<file path="config.mk">
export PLATFORM = sky130hd
export DESIGN_NAME = array_streamer
export DESIGN_NICKNAME = d
export VERILOG_FILES = /design/src/rtl/array_pkg.sv /design/src/rtl/array_regfile.sv /design/src/rtl/array_streamer.sv
export SDC_FILE = /design/constraint.sdc
export NUM_CORES = 1
export LEC_CHECK = 0
export BUFFER_PORTS_ARGS = -buffer_cell sky130_fd_sc_hd__buf_2
export CAP_MARGIN = 20
export CORE_UTILIZATION = 56
export DETAILED_ROUTE_END_ITERATION = 8
export GPL_TIMING_DRIVEN = 0
export HOLD_SLACK_MARGIN = 0.15
export PLACE_DENSITY = 0.76
export REMOVE_ABC_BUFFERS = 1
export SKIP_CTS_REPAIR_TIMING = 1
export SLEW_MARGIN = 20
export SYNTH_ARGS = -nofsm -noshare
export SYNTH_HDL_FRONTEND = slang
export SYNTH_SLANG_ARGS = --single-unit
</file>
<file path="constraint.sdc">
create_clock -name clk -period 4.34 [get_ports clk]
set_clock_uncertainty 0.1 [all_clocks]
set_input_delay 0.868 -clock clk [delete_from_list [all_inputs] [get_ports clk]]
set_output_delay 0.868 -clock clk [all_outputs]
set_load 0.01 [all_outputs]
</file>
<file path="src/rtl/array_pkg.sv">
// Shared sizing and FSM state for the array-summing datapath (streamer and accumulator).
package array_pkg;
  localparam int DATA_W = 32;
  localparam int DEPTH  = 5;
  localparam int IDX_W  = 9;

  typedef enum logic [1:0] {IDLE, STREAM, DONE} state_e;
endpackage

</file>
<file path="src/rtl/array_regfile.sv">
// DEPTH x DATA_W register array: one write port, one combinational read port, async clear.
module array_regfile #(
  parameter int DATA_W = array_pkg::DATA_W,
  parameter int DEPTH  = array_pkg::DEPTH,
  parameter int IDX_W  = array_pkg::IDX_W
) (
  input  logic              clk,
  input  logic              reset_n,
  input  logic              i_wr_en,
  input  logic [IDX_W-1:0]  i_wr_addr,
  input  logic [DATA_W-1:0] i_wr_data,
  input  logic [IDX_W-1:0]  i_rd_addr,
  output logic [DATA_W-1:0] o_rd_data
);
  logic [DEPTH-1:0][DATA_W-1:0] r_mem;

  // Out-of-range write addresses simply match no entry.
  always_ff @(posedge clk or negedge reset_n) begin
    if (!reset_n) begin
      r_mem <= '0;
    end else begin
      for (int i = 0; i < DEPTH; i++)
        if (i_wr_en && i_wr_addr == IDX_W'(i)) r_mem[i] <= i_wr_data;
    end
  end

  always_comb begin
    o_rd_data = '0;
    for (int i = 0; i < DEPTH; i++)
      if (i_rd_addr == IDX_W'(i)) o_rd_data = r_mem[i];
  end
endmodule

</file>
<file path="src/rtl/array_streamer.sv">
// Streams the first min(len, DEPTH) array words out one per cycle on a valid/ready
// handshake after a rising edge of start; flags the last beat and pulses done.
module array_streamer
  import array_pkg::*;
#(
  parameter int DATA_W = array_pkg::DATA_W,
  parameter int DEPTH  = array_pkg::DEPTH,
  parameter int IDX_W  = array_pkg::IDX_W
) (
  input  logic              clk,
  input  logic              reset_n,
  input  logic              wr_en,
  input  logic [IDX_W-1:0]  wr_addr,
  input  logic [DATA_W-1:0] wr_data,
  input  logic              start,
  input  logic [IDX_W-1:0]  len,
  input  logic              ready,
  output logic [DATA_W-1:0] data,
  output logic [IDX_W-1:0]  index,
  output logic              valid,
  output logic              last,
  output logic              busy,
  output logic              done
);
  state_e             r_state, w_nxt_state;
  logic               r_start_q;
  logic [IDX_W-1:0]   r_len, w_nxt_len;
  logic [IDX_W-1:0]   r_index, w_nxt_index;
  logic [DATA_W-1:0]  r_data, w_nxt_data;
  logic               r_valid, w_nxt_valid;
  logic               r_last, w_nxt_last;
  logic               w_trig;
  logic [IDX_W-1:0]   w_len_eff;
  logic [IDX_W-1:0]   w_rd_addr;
  logic [DATA_W-1:0]  w_rd_data;

  assign w_trig    = start & ~r_start_q;
  assign w_len_eff = (len > IDX_W'(DEPTH)) ? IDX_W'(DEPTH) : len;
  // In IDLE the read port pre-fetches element 0; while streaming it looks one ahead.
  assign w_rd_addr = (r_state == IDLE) ? '0 : r_index + IDX_W'(1);

  array_regfile #(.DATA_W(DATA_W), .DEPTH(DEPTH), .IDX_W(IDX_W)) u_regfile (
    .clk       (clk),
    .reset_n   (reset_n),
    .i_wr_en   (wr_en),
    .i_wr_addr (wr_addr),
    .i_wr_data (wr_data),
    .i_rd_addr (w_rd_addr),
    .o_rd_data (w_rd_data)
  );

  always_ff @(posedge clk or negedge reset_n) begin
    if (!reset_n) begin
      r_state   <= IDLE;
      r_start_q <= 1'b0;
      r_len     <= '0;
      r_index   <= '0;
      r_data    <= '0;
      r_valid   <= 1'b0;
      r_last    <= 1'b0;
    end else begin
      r_state   <= w_nxt_state;
      r_start_q <= start;
      r_len     <= w_nxt_len;
      r_index   <= w_nxt_index;
      r_data    <= w_nxt_data;
      r_valid   <= w_nxt_valid;
      r_last    <= w_nxt_last;
    end
  end

  always_comb begin
    w_nxt_state = r_state;
    w_nxt_len   = r_len;
    w_nxt_index = r_index;
    w_nxt_data  = r_data;
    w_nxt_valid = r_valid;
    w_nxt_last  = r_last;
    case (r_state)
      IDLE: begin
        if (w_trig) begin
          w_nxt_len = w_len_eff;
          if (w_len_eff == '0) begin
            w_nxt_state = DONE;
          end else begin
            w_nxt_state = STREAM;
            w_nxt_index = '0;
            w_nxt_data  = w_rd_data;
            w_nxt_valid = 1'b1;
            w_nxt_last  = (w_len_eff == IDX_W'(1));
          end
        end
      end
      STREAM: begin
        if (r_valid && ready) begin
          if (r_last) begin
            w_nxt_valid = 1'b0;
            w_nxt_last  = 1'b0;
            w_nxt_state = DONE;
          end else begin
            w_nxt_index = r_index + IDX_W'(1);
            w_nxt_data  = w_rd_data;
            w_nxt_last  = (r_index + IDX_W'(2) == r_len);
          end
        end
      end
      DONE:    w_nxt_state = IDLE;
      default: w_nxt_state = IDLE;
    endcase
  end

  assign data  = r_data;
  assign index = r_index;
  assign valid = r_valid;
  assign last  = r_last;
  assign busy  = (r_state != IDLE);
  assign done  = (r_state == DONE);
endmodule

</file>
---- Word level (Yosys, flattened, before mapping) ----
Index checks and enable logic that the tools add are counted.
Widths: inputs -> output; s select.
storage, ports and cells
  register bits ........................... 215
  bits of input ports ..................... 55
  output and inout port bits .............. 45
  logic and storage cells ................. 83
operators by class
  $add $sub $neg .......................... 2
  $lt $le $gt $ge ......................... 1
  equal/unequal tests ..................... 17
  mux-type cells .......................... 32
  bitwise logic cells ..................... 2
  reductions and logical operators ........ 17
operator list
  kind                 number
  $mux 32              9
  $pmux 32 s2          1
  $mux 9               6
  $eq 9x2->1 const B   4
  $eq 9x1->1 const B   3
  $logic_not 9->1      3
  $eq 9x3->1 const B   2
  $pmux 9 s2           1
  $ne 2x2->1 const B   5
  $reduce_and 5->1     2
  $add 9x1->9 const B  1
  $add 9x2->9 const B  1
  $eq 9x9->1           1
  $gt 9x3->1 const B   1
  $mux 1               8
  $mux 2               4
  $logic_and 1x1->1    6
  $pmux 1 s2           2
  $pmux 2 s2           1
  $reduce_and 4->1     1
  $reduce_bool 2->1    2
  $reduce_and 3->1     1
  $eq 2x1->1 const B   1
  $eq 2x2->1 const B   1
  4 further kinds      4

---- Depth between registers and ports, before layout ----
Gate-level depths: netlist of the first run.
  word-level depth ........................ 11
  gate-level depth with buffers ........... 10
  mapped depth without buffers ............ 7

---- Modules after synthesis ----
Synthesis of the first run repeated with hierarchy kept, for this count alone.
unflattened totals
  cells, all modules ...................... 722
  area, all modules ....................... 9984.6 sq um
modules (own cells, without submodules)
  module          times used  cells each  area each (sq um)  seq. area each (sq um)
  array_regfile   1           501         7267.0             4003.8
  array_streamer  1           221         2717.6             1376.3

---- Worst setup path after synthesis of the first run ----
OpenSTA, ideal clock, no wires.
  path type ............................... input to register
  start point ............................. in len[7]
  end point ............................... reg r_data[0], in the netlist data[0]
  setup time .............................. 127 ps
  arrival ................................. 2808 ps
  data required time ...................... 4113 ps
  path slack .............................. 1305 ps
  stages .................................. 9
  buffers on the path ..................... 3
  cell sequence ........................... or4_4 -> or4_4 -> a21bo_1 -> buf_6 -> and2_1 -> clkbuf_1 -> buf_2 -> a31oi_1 -> a21oi_1
between the ends
  longest elaborated chain between the ends .. 5
ends and longest elaborated chain
  element                       line                  source
  start: declaration            array_streamer.sv:16  input logic [IDX_W-1:0] len,
  $gt 9x3->1                    array_streamer.sv:38  assign w_len_eff = (len > IDX_W'(DEPTH)) ? IDX_W'(DEPTH) : len;
  $mux 9 *                      array_streamer.sv:38
  $logic_not 9->1 *             array_streamer.sv:83  if (w_len_eff == '0) begin
  $ne 2x2->1 (no line) *        --
  $reduce_and 5->1 (no line) *  --
  end signal: assignment        array_streamer.sv:66  r_data <= w_nxt_data;
  end: declaration              array_streamer.sv:29  logic [DATA_W-1:0] r_data, w_nxt_data;
Mark *: on every way between the ends. The rest lies on a longest branch, timed or not.
A chain may end at the register's enable or synchronous reset.

---- Worst setup path after layout of the first run ----
  start point ............................. reg r_index[0], in the netlist index[0]
  end point ............................... reg r_data[27], in the netlist data[27]
between the ends
  longest elaborated chain between the ends .. 11
  elaborated cells on any way between the ends .. 17
  those cells by class .................... 1 x add/sub; 4 x eq/ne; 11 x mux; 1 x reduce/logical
ends and longest elaborated chain
  element                            line                                        source
  start: declaration                 array_streamer.sv:28                        logic [IDX_W-1:0] r_index, w_nxt_index;
  start signal: assignment           array_streamer.sv:65                        r_index <= w_nxt_index;
  $add 9x1->9 *                      array_streamer.sv:40                        assign w_rd_addr = (r_state == IDLE) ? '0 : r_index + IDX_W'(1);
  $mux 9 *                           array_streamer.sv:40
  $logic_not 9->1                    array_regfile.sv:30                         if (i_rd_addr == IDX_W'(i)) o_rd_data = r_mem[i];
  $mux 32 (4 in series)              array_regfile.sv:30
  $mux 32 *                          array_regfile.sv:30
  $mux 32, on equally long branches  array_streamer.sv:96, array_streamer.sv:83
  $mux 32, on equally long branches  array_streamer.sv:95, array_streamer.sv:81
  $pmux 32 s2 *                      array_streamer.sv:79                        case (r_state)
Mark *: on every way between the ends. The rest lies on a longest branch, timed or not. The select of a mux whose other input is x is not followed.

==> metrics, run 1 <==
first-pass GRT wire length=39670 um; post-placement setup slack=-0.4295 ns; largest family of logic cells by synthesized area=multiplexers; register area share after synthesis=0.5264; placed cell count=1145; IO buf count=99; Post-layout nets=999; drt pass-1 iters=5; Syn. warnings=0; PD cells=526.9 nW/um^2; fin crit share=0.9635; mux contribution to synthesized area=0.1774; simple-gate share of the synthesized area=0.1001; layout filler cell count=1309; worst-path maximum fanout=20; RSZ-0062 raised after global routing=no; CP bufs+invs=1; Area Growth Syn to Fin=17.17%; gpl congestion=0.8259; Antenna Violating Nets Remaining=0; power share of the clock group=0.334; initial antenna violation count=1; GRT Overall Usage=0.2726; Adder-Cell Fraction of Synth Area=0.002448; clk sinks=215; worst-case hold slack=0.1792 ns; drt wl/cell=20.65 um; IO Pins=100; count of pins over their slew limit=0; WP data required=4.67 ns; Die Wd=137.1 um; row count=49; htree depth=1; slowest CP cell=nor2_1; effective utilization at floorplan=0.5709; Max transition margin=0.2682; worst skew pair latency=0.52 ns; Core Area=17900 um^2; min Tclk post-route=4.181 ns; routed vias=7400; endpoints failing hold=0; post-synth cell types=59; vias per cell=6.218; Post-synth EDFFs=0; Startpoint Class=register; Die Area=18800 um^2; root buffer cell=clkbuf_16; Metal-1 WL=10650 um; actual slew at the worst max-slew pin=1.094 ns; compound-gate portion of the synthesized area=0.1411; final worst slack=0.1585 ns; wire length on met2=12000 um; top sig layer=met5; Seq pwr share=0.372; largest net degree at the start of global routing=91; DRC=0; xor and xnor fraction of the mapped netlist area=0.01114; slowest cell delay on critical path=0.83 ns; max-cap check violation count=0; Max Clk Rate=239.2 MHz; vias in the first global route=7607; Mapped Area=10220 um^2; hold crit path type=primary input to asynchronous set/reset pin; Routed WL=24580 um; endpoints failing setup=0; CP cell instances=ha_1 > nand2b_1 > nor2_1 > nand4_1 > o31ai_4 > buf_6 > a22oi_1 > a221oi_2; number of buffers created by CTS=24; 1st-iter DRT viols=393; Critical Path Sink Type=register; Leak=5.664 nW; final non-filler cell area=11980 um^2; share of layout cells above drive strength 1=0.3885; Clock Pin Slew Worst Setup and Hold Paths=0.06 ns; Switching Share=0.3441; Largest delay share family, worst path=simple AND/OR/NAND/NOR gates; asr flop ratio synth=1.000; Synth Instances=853; Comb pwr share=0.294; DP HPWL=15670 um; Int Pwr=4.139 mW; critical path class=register to register; clk buf depth=3; CTS tree=done; worst vdd ir=0.3951 mV; Syn Area/Cell=11.98 um^2; placed cell area=11110 um^2; Psw=2.172 mW; #FFs+latches synth=215; met3 wire length=1385 um; outcome=finished clean; Die Y=137.1 um; Critical Path AT=4.51 ns; Finished Layout Cells=1190; prevailing post-synth register cell=dfrtp_1; GRT Residual Overflow=0
## cells in the mapped netlist, types with 2 or more instances
master,n,share of area
nand4_1,19,0.012
nor4_1,5,0.0031
a221oi_1,2,0.0017
o22ai_1,21,0.013
nor2_1,51,0.019
a21oi_1,18,0.0088
and4_1,2,0.0017
clkbuf_1,42,0.015
nor4b_1,11,0.0094
o21ai_0,33,0.016
buf_2,15,0.0073
nand3_1,9,0.0044
dfrtp_1,215,0.53
and2_1,2,0.0012
buf_8,2,0.0029
buf_6,2,0.0022
inv_1,24,0.0088
a22o_1,12,0.010
nor2b_1,9,0.0055
or2_2,2,0.0012
a211oi_1,12,0.0088
o31ai_1,3,0.0022
a31oi_1,17,0.010
mux2_1,2,0.0022
nand2_1,32,0.012
nand2b_1,7,0.0043
nand4b_1,12,0.010
ha_1,2,0.0024
or3_1,5,0.0031
a221oi_2,20,0.029
xnor2_1,10,0.0086
buf_4,3,0.0022
a21boi_0,9,0.0066
xor2_1,3,0.0026
nor3b_1,3,0.0022
nor3_1,2,0.00098
a22oi_1,34,0.025
or4_4,2,0.0022
mux2_2,159,0.18
## per-stage QoR
step / TNS [ns] / total power [mW] / util
after global placement: -517.23 / 4.048 / 0.5960
final: 0 / 6.311 / 0.6690
after floorplan: -40.36 / 3.408 / -
after detailed placement: -3.826 / 4.196 / 0.6205
after CTS: -3.743 / 6.318 / 0.6677
after global routing: 0 / 6.588 / 0.6689
## kinds of logic (layout without fill, tap and decap cells)
family	count (synthesis)	in the layout
buf+inv	90	197
compound gates	191	191
fa+ha+maj	2	2
mux	161	161
xor+xnor	13	13
flops	215	215
simple gates	181	181
other cells	0	1
## sequential cells by signal, indices dropped and copies added (netlist names)
signal,cells
data,32
r_start_q,1
r_state,2
valid,1
last,1
index,9
r_len,9
u_regfile.r_mem,160
## cell usage in the layout (no fill, tap or decap), drive strengths merged, types with 3 or more instances in the layout
master / count
dfrtp: 215
mux2: 161
buf: 129
nor2: 51
a22oi: 34
clkbuf: 34
o21ai: 33
nand2: 33
inv: 24
a221oi: 22
o22ai: 21
nand4: 19
a21oi: 18
a31oi: 17
nand4b: 12
a211oi: 12
a22o: 12
nor4b: 11
xnor2: 10
a21boi: 10
nor2b: 9
nand3: 9
nand2b: 7
nor4: 7
clkinv: 6
or3: 5
or4: 3
xor2: 3
o31ai: 3
nor3b: 3
## power by group through the flow
stage          registers, mW  clock network (mW)  logic [mW]
3_5_place_dp            2.38                   0        1.82
4_1_cts                 2.35                2.14        1.84
2_1_floorplan           2.42                   0       0.988
3_3_place_gp            2.41                   0        1.64
5_1_grt                 2.37                2.22        2.00
6_report                2.35                2.11        1.85
## metal layers
| metal | track usage | vias up |
|---|---|---|
| li1 | - | 3364 |
| met1 | 0.3666 | 3766 |
| met2 | 0.4512 | 223 |
| met3 | 0.04259 | 45 |
| met4 | 0.09035 | 2 |
| met5 | 0 | - |
## worst reg2reg max path: stages (launching register included)
cell and delay [ns]:
dfrtp_2 0.70, ha_1 0.56, nand2b_1 0.29, nor2_1 0.83, nand4_1 0.30, o31ai_4 0.64
buf_6 0.28, a22oi_1 0.14, a221oi_2 0.26
## path summary, 6_finish.rpt
kind	from	slack [ns]	end	cells past startpoint
worst min-delay path	reset_n	0.18	r_len[3]	1
worst min register to register	u_regfile.r_mem[136]	0.40	u_regfile.r_mem[136]	1
worst max register to register	index[0]	0.16	data[27]	8
worst max-delay path	index[0]	0.16	data[27]	8
min in group clk	start	0.37	r_start_q	1
max in group asynchronous	reset_n	3.14	u_regfile.r_mem[119]	2
## layout make-up
type                    count  area, um^2  area share
flip-flops and latches    215        5381      0.4493
well taps                 229       286.5     0.02392
repair buffers            129       853.3     0.07125
clock buffers              34       718.2     0.05997
clock inverters            10       127.6     0.01066
diodes                      1       2.502   0.0002089
inverters                  24       90.09    0.007522
multi-input cells         548        4517      0.3771
No activity file was read; power rests on OpenSTA's default activity.
==> inputs of run 2 (changes only) <==
- ABC_AREA: unset -> 1
==> run 2 against run 1 <==
  * Core utilization shrank 2.1 points
  * Register-to-register slack gained 0.07 ns
  * Sequential power grew 2%
  * Cell count grew 35%
  * Combinational power grew 26%
  * Fmax grew 1.6%
  * Critical path type unchanged
  * Cell area shrank 2.5%
  * Clock-buffer cell count shrank 4
  * Clock power shrank 14%
  * Global-route usage shrank 1.3 points
==> metrics, run 2 <==
outcome=finished clean; Critical Path Sink Type=register; Seq pwr share=0.366; Area Growth Syn to Fin=13.12%; Yosys top cell area share=0.5214; Clock Pin Slew Worst Setup and Hold Paths=0.06 ns; number of diodes=0; number of buffers created by CTS=23; Crit path top cell by count=nand2_1; Comb pwr share=0.357; routed vias=8684; effective utilization at floorplan=0.5725; vias in the first global route=7859; worst vdd ir=0.8969 mV; largest net degree at the start of global routing=80; Die Y=137.7 um; layout filler cell count=1605; Mapped Area=10320 um^2; Synth Instances=1308; Die Area=18970 um^2; gpl congestion=0.8111; min Tclk post-route=4.114 ns; Post-layout nets=1427; row count=49; Post-synth EDFFs=0; max-cap check violation count=0; IO buf count=99; GRT Residual Overflow=0; clk sinks=215; fin crit share=0.9479; critical path class=register to register; prevailing post-synth register cell=dfrtp_1; Finished Layout Cells=1610; endpoints failing setup=0; worst skew pair latency=0.51 ns; worst-path maximum fanout=33; CTS tree=done; Leak=6.240 nW; post-synth cell types=34; DP HPWL=14400 um; vias per cell=5.394; drt wl/cell=14.98 um; most common cell after layout, fill and taps aside=nand2_1; share of layout cells above drive strength 1=0.1282; slowest cell delay on critical path=0.83 ns; power share of the clock group=0.277; top-count cell post-synth=nand2_1; Max transition margin=0.2617; Syn. warnings=0; Synth area leader=dfrtp_1; fin util=0.6476; Psw=2.593 mW; GRT Overall Usage=0.2600; PD cells=559.0 nW/um^2; initial antenna violation count=0; root buffer cell=clkbuf_16; Critical Path AT=4.41 ns; 1st-iter DRT viols=802; Die Wd=137.7 um; Antenna Violating Nets Remaining=0; endpoints failing hold=0; clk buf depth=3; Syn Area/Cell=7.889 um^2; Startpoint Class=register; #FFs+latches synth=215; first-pass GRT wire length=38940 um; RSZ-0062 raised after global routing=no; max reg flops=160; Switching Share=0.3974; Int Pwr=3.932 mW; drt pass-1 iters=5; Max Clk Rate=243.1 MHz; asr flop ratio synth=1.000; synth top area cells=dfrtp_1, nand2_1, o21ai_1, inv_1, nand3_1; most frequent cells in the layout=nand2_1, dfrtp_1, inv_1; actual slew at the worst max-slew pin=1.105 ns; register area share after synthesis=0.5214; CP cell instances=ha_1 > inv_2 > nor2_2 > nand3_1 > and2_4 > nor2_4 > nand3_4 > inv_2 > nand2_1 > nand2_1 > nand2_1 > nand2_1 > nand2_1; htree depth=1; count of pins over their slew limit=0; top cells by count, synth=nand2_1, dfrtp_1, inv_1; Core Area=18020 um^2; power after layout=6.525 mW; slowest CP cell=nor2_4; WP data required=4.64 ns; Routed WL=24120 um; IO Pins=100; hold crit path type=primary input to asynchronous set/reset pin; worst-case hold slack=0.1956 ns; Most flops, register=u_regfile.r_mem; placed cell count=1573; DRC=0
-- run 2: logic make-up after synthesis --
logic type,count (synthesis),share of synthesized area
AND/OR/NAND/NOR,628,0.2628
AO/OA/AOI/OAI,212,0.1044
buffers and inverters,237,0.09713
XOR/XNOR,14,0.01188
adder cells (fa/ha/maj),2,0.002425
flip-flops,215,0.5214
-- run 2: path summary, 6_finish.rpt --
path	start	endpoint	slack (ns)	cells after the start
max	index[0]	data[27]	0.23	13
min	reset_n	data[12]	0.20	1
max reg2reg	index[0]	data[27]	0.23	13
min reg2reg	data[9]	data[9]	0.37	2
max in group asynchronous	reset_n	data[7]	3.18	2
min in group clk	data[9]	data[9]	0.37	2
-- run 2: critical path: cells and delay by family (launching register included) --
kind / cells / cell delay, ns
flops: 1 / 0.58
buf+inv: 2 / 0.72
fa+ha+maj: 1 / 0.28
simple gates: 10 / 2.32
-- run 2: cell type report --
class / instances / area (um^2) / area share
repair buffers: 113 / 749.5 / 0.06421
multi-input cells: 856 / 3966 / 0.3398
inverters: 161 / 604.3 / 0.05177
flip-flops and latches: 215 / 5380 / 0.4609
clock buffers: 30 / 651.9 / 0.05585
well taps: 229 / 286.5 / 0.02455
clock inverters: 6 / 33.78 / 0.002894
-- run 2: per-layer routing --
layer  vias up  GRT usage  share of wire
li1       4296          -              -
met1      4130     0.3534           0.45
met2       222     0.4444           0.49
met3        36    0.02649          0.043
met4         0    0.06884          0.017
met5         -          0              0
-- run 2: stage by stage --
stage	setup TNS (ns)	instance area, um^2	setup slack [ns]
after floorplan	0	9921	0.7963
after global placement	-329.80	10700	-1.389
after detailed placement	-1.255	10960	-0.1223
after CTS	-1.824	11640	-0.1496
after global routing	0	11670	0.01074
final	0	11670	0.2260
-- run 2: power groups by stage --
stage,registers [mW],clock network (mW),logic [mW]
after floorplan,2.46,0,1.35
after CTS,2.39,1.83,2.31
after global routing,2.42,1.92,2.56
after global placement,2.42,0,2.15
final,2.39,1.81,2.33
after detailed placement,2.42,0,2.29
==> inputs of run 3 (changes only) <==
- CTS_BUF_LIST: unset -> sky130_fd_sc_hd__clkbuf_16
==> run 3 against run 2 <==
  * Largest cell class unchanged
  * Die area unchanged
  * Clock-buffer cell count fell by 7
  * Combinational power is essentially flat
  * Register-to-register slack about the same
  * Largest power group unchanged
  * Worst hold slack worse by 0.011 ns
  * Fmax increased by 0.26%
  * Cell count stayed put
  * Critical endpoint unchanged
  * Core utilization shrank 0.28 points
  * Via count fell by 0.23%
==> metrics, run 3 (same netlist as run 2, synthesis figures left out) <==
clk sinks=215; top sig layer=met4; drt pass-1 iters=5; actual slew at the worst max-slew pin=1.102 ns; most common cell after layout, fill and taps aside=nand2_1; Int Pwr=3.838 mW; PD cells=552.9 nW/um^2; count of pins over their slew limit=0; Most flops, register=u_regfile.r_mem; Psw=2.588 mW; Post-layout nets=1427; IO buf count=99; initial antenna violation count=0; routed vias=8664; Antenna Violating Nets Remaining=0; layout filler cell count=1612; worst skew pair latency=0.51 ns; Core Area=18020 um^2; worst-case hold slack=0.1845 ns; Max Clk Rate=243.7 MHz; Reg area=5380 um^2; largest net degree at the start of global routing=80; Die Wd=137.7 um; htree depth=1; Comb pwr share=0.361; placed cell count=1573; 1st-iter DRT viols=782; row count=49; IO Pins=100; min Tclk post-route=4.104 ns; effective utilization at floorplan=0.5725; Die Area=18970 um^2; final worst slack=0.2365 ns; number of diodes=0; Metal-1 WL=10820 um; outcome=finished clean; Die Y=137.7 um; Leak=6.220 nW; met3 wire length=1175 um; endpoints failing hold=0; DRC=0; critical path class=register to register; drt wl/cell=14.93 um; worst vdd ir=0.8873 mV; worst-path maximum fanout=33; DP HPWL=14400 um; most frequent cells in the layout=nand2_1, dfrtp_1, inv_1; Routed WL=24030 um; Max transition margin=0.2637; max-cap check violation count=0; post-placement setup slack=-0.1223 ns; power share of the clock group=0.267; first-pass GRT wire length=38800 um; power after layout=6.426 mW; Startpoint Class=register; Clock Pin Slew Worst Setup and Hold Paths=0.06 ns; Critical Path Sink Type=register; fin crit share=0.9455; endpoints failing setup=0; hold crit path type=primary input to asynchronous set/reset pin; Area Growth Syn to Fin=12.63%; share of layout cells above drive strength 1=0.1245; fin util=0.6448; Seq pwr share=0.372; gpl congestion=0.8111; vias in the first global route=7822; max reg flops=160; GRT Residual Overflow=0; Multi-input gate area=3966 um^2; RSZ-0062 raised after global routing=no; vias per cell=5.381; number of buffers created by CTS=23; Critical Path AT=4.41 ns; WP data required=4.64 ns; clk buf depth=3; wire length on met2=11590 um; root buffer cell=clkbuf_16; Finished Layout Cells=1610; Switching Share=0.4027; CTS tree=done; GRT Overall Usage=0.2591
## run 3: cell types whose count changed in the layout (fill, tap and decap cells not counted)
| cell | previous run | this run |
|---|---|---|
| inv_1 | 154 | 156 |
| clkinv_1 | 0 | 5 |
| clkbuf_8 | 5 | 0 |
| clkbuf_1 | 2 | 0 |
## run 3: worst paths after layout
kind	slack (ns)	to	from	depth (start not counted)
worst max-delay path	0.24	data[27]	index[0]	13
worst min-delay path	0.18	data[12]	reset_n	1
worst max register to register	0.24	data[27]	index[0]	13
worst min register to register	0.37	data[9]	data[9]	2
max in group asynchronous	3.19	data[7]	reset_n	2
min in group clk	0.37	data[9]	data[9]	2
## run 3: critical path, stage by stage, from the launching register on
cell	delay, ns
dfrtp_1	0.57
ha_1	0.28
inv_2	0.07
nor2_2	0.17
nand3_1	0.12
and2_4	0.20
nor2_4	0.82
nand3_4	0.58
inv_2	0.65
nand2_1	0.12
nand2_1	0.12
nand2_1	0.07
nand2_1	0.07
nand2_1	0.04
## run 3: through the flow
stage | setup TNS [ns] | area [um^2]
final | 0 | 11620
after global routing | 0 | 11620
after CTS | -1.666 | 11590
after detailed placement | -1.255 | 10960
after global placement | -329.80 | 10700
after floorplan | 0 | 9921
## run 3: routing by layer
metal  global-route usage  vias up
met5                    0        -
met4              0.06944        0
met3              0.02575       37
met2               0.4417      230
met1               0.3534     4101
li1                     -     4296
## run 3: final cells by class
class,instances,area share
flip-flops and latches,215,0.4629
multi-input cells,856,0.3413
repair buffers,113,0.06448
inverters,161,0.05200
clock buffers,23,0.04952
well taps,229,0.02465
clock inverters,13,0.005167
## run 3: power by group through the flow
| stage | Clock (mW) | Sequential [mW] | Combinational [mW] |
|---|---|---|---|
| 4_1_cts | 1.74 | 2.39 | 2.31 |
| 5_1_grt | 1.82 | 2.42 | 2.56 |
| 6_report | 1.71 | 2.39 | 2.32 |
| 3_3_place_gp | 0 | 2.42 | 2.15 |
| 2_1_floorplan | 0 | 2.46 | 1.35 |
| 3_5_place_dp | 0 | 2.42 | 2.29 |
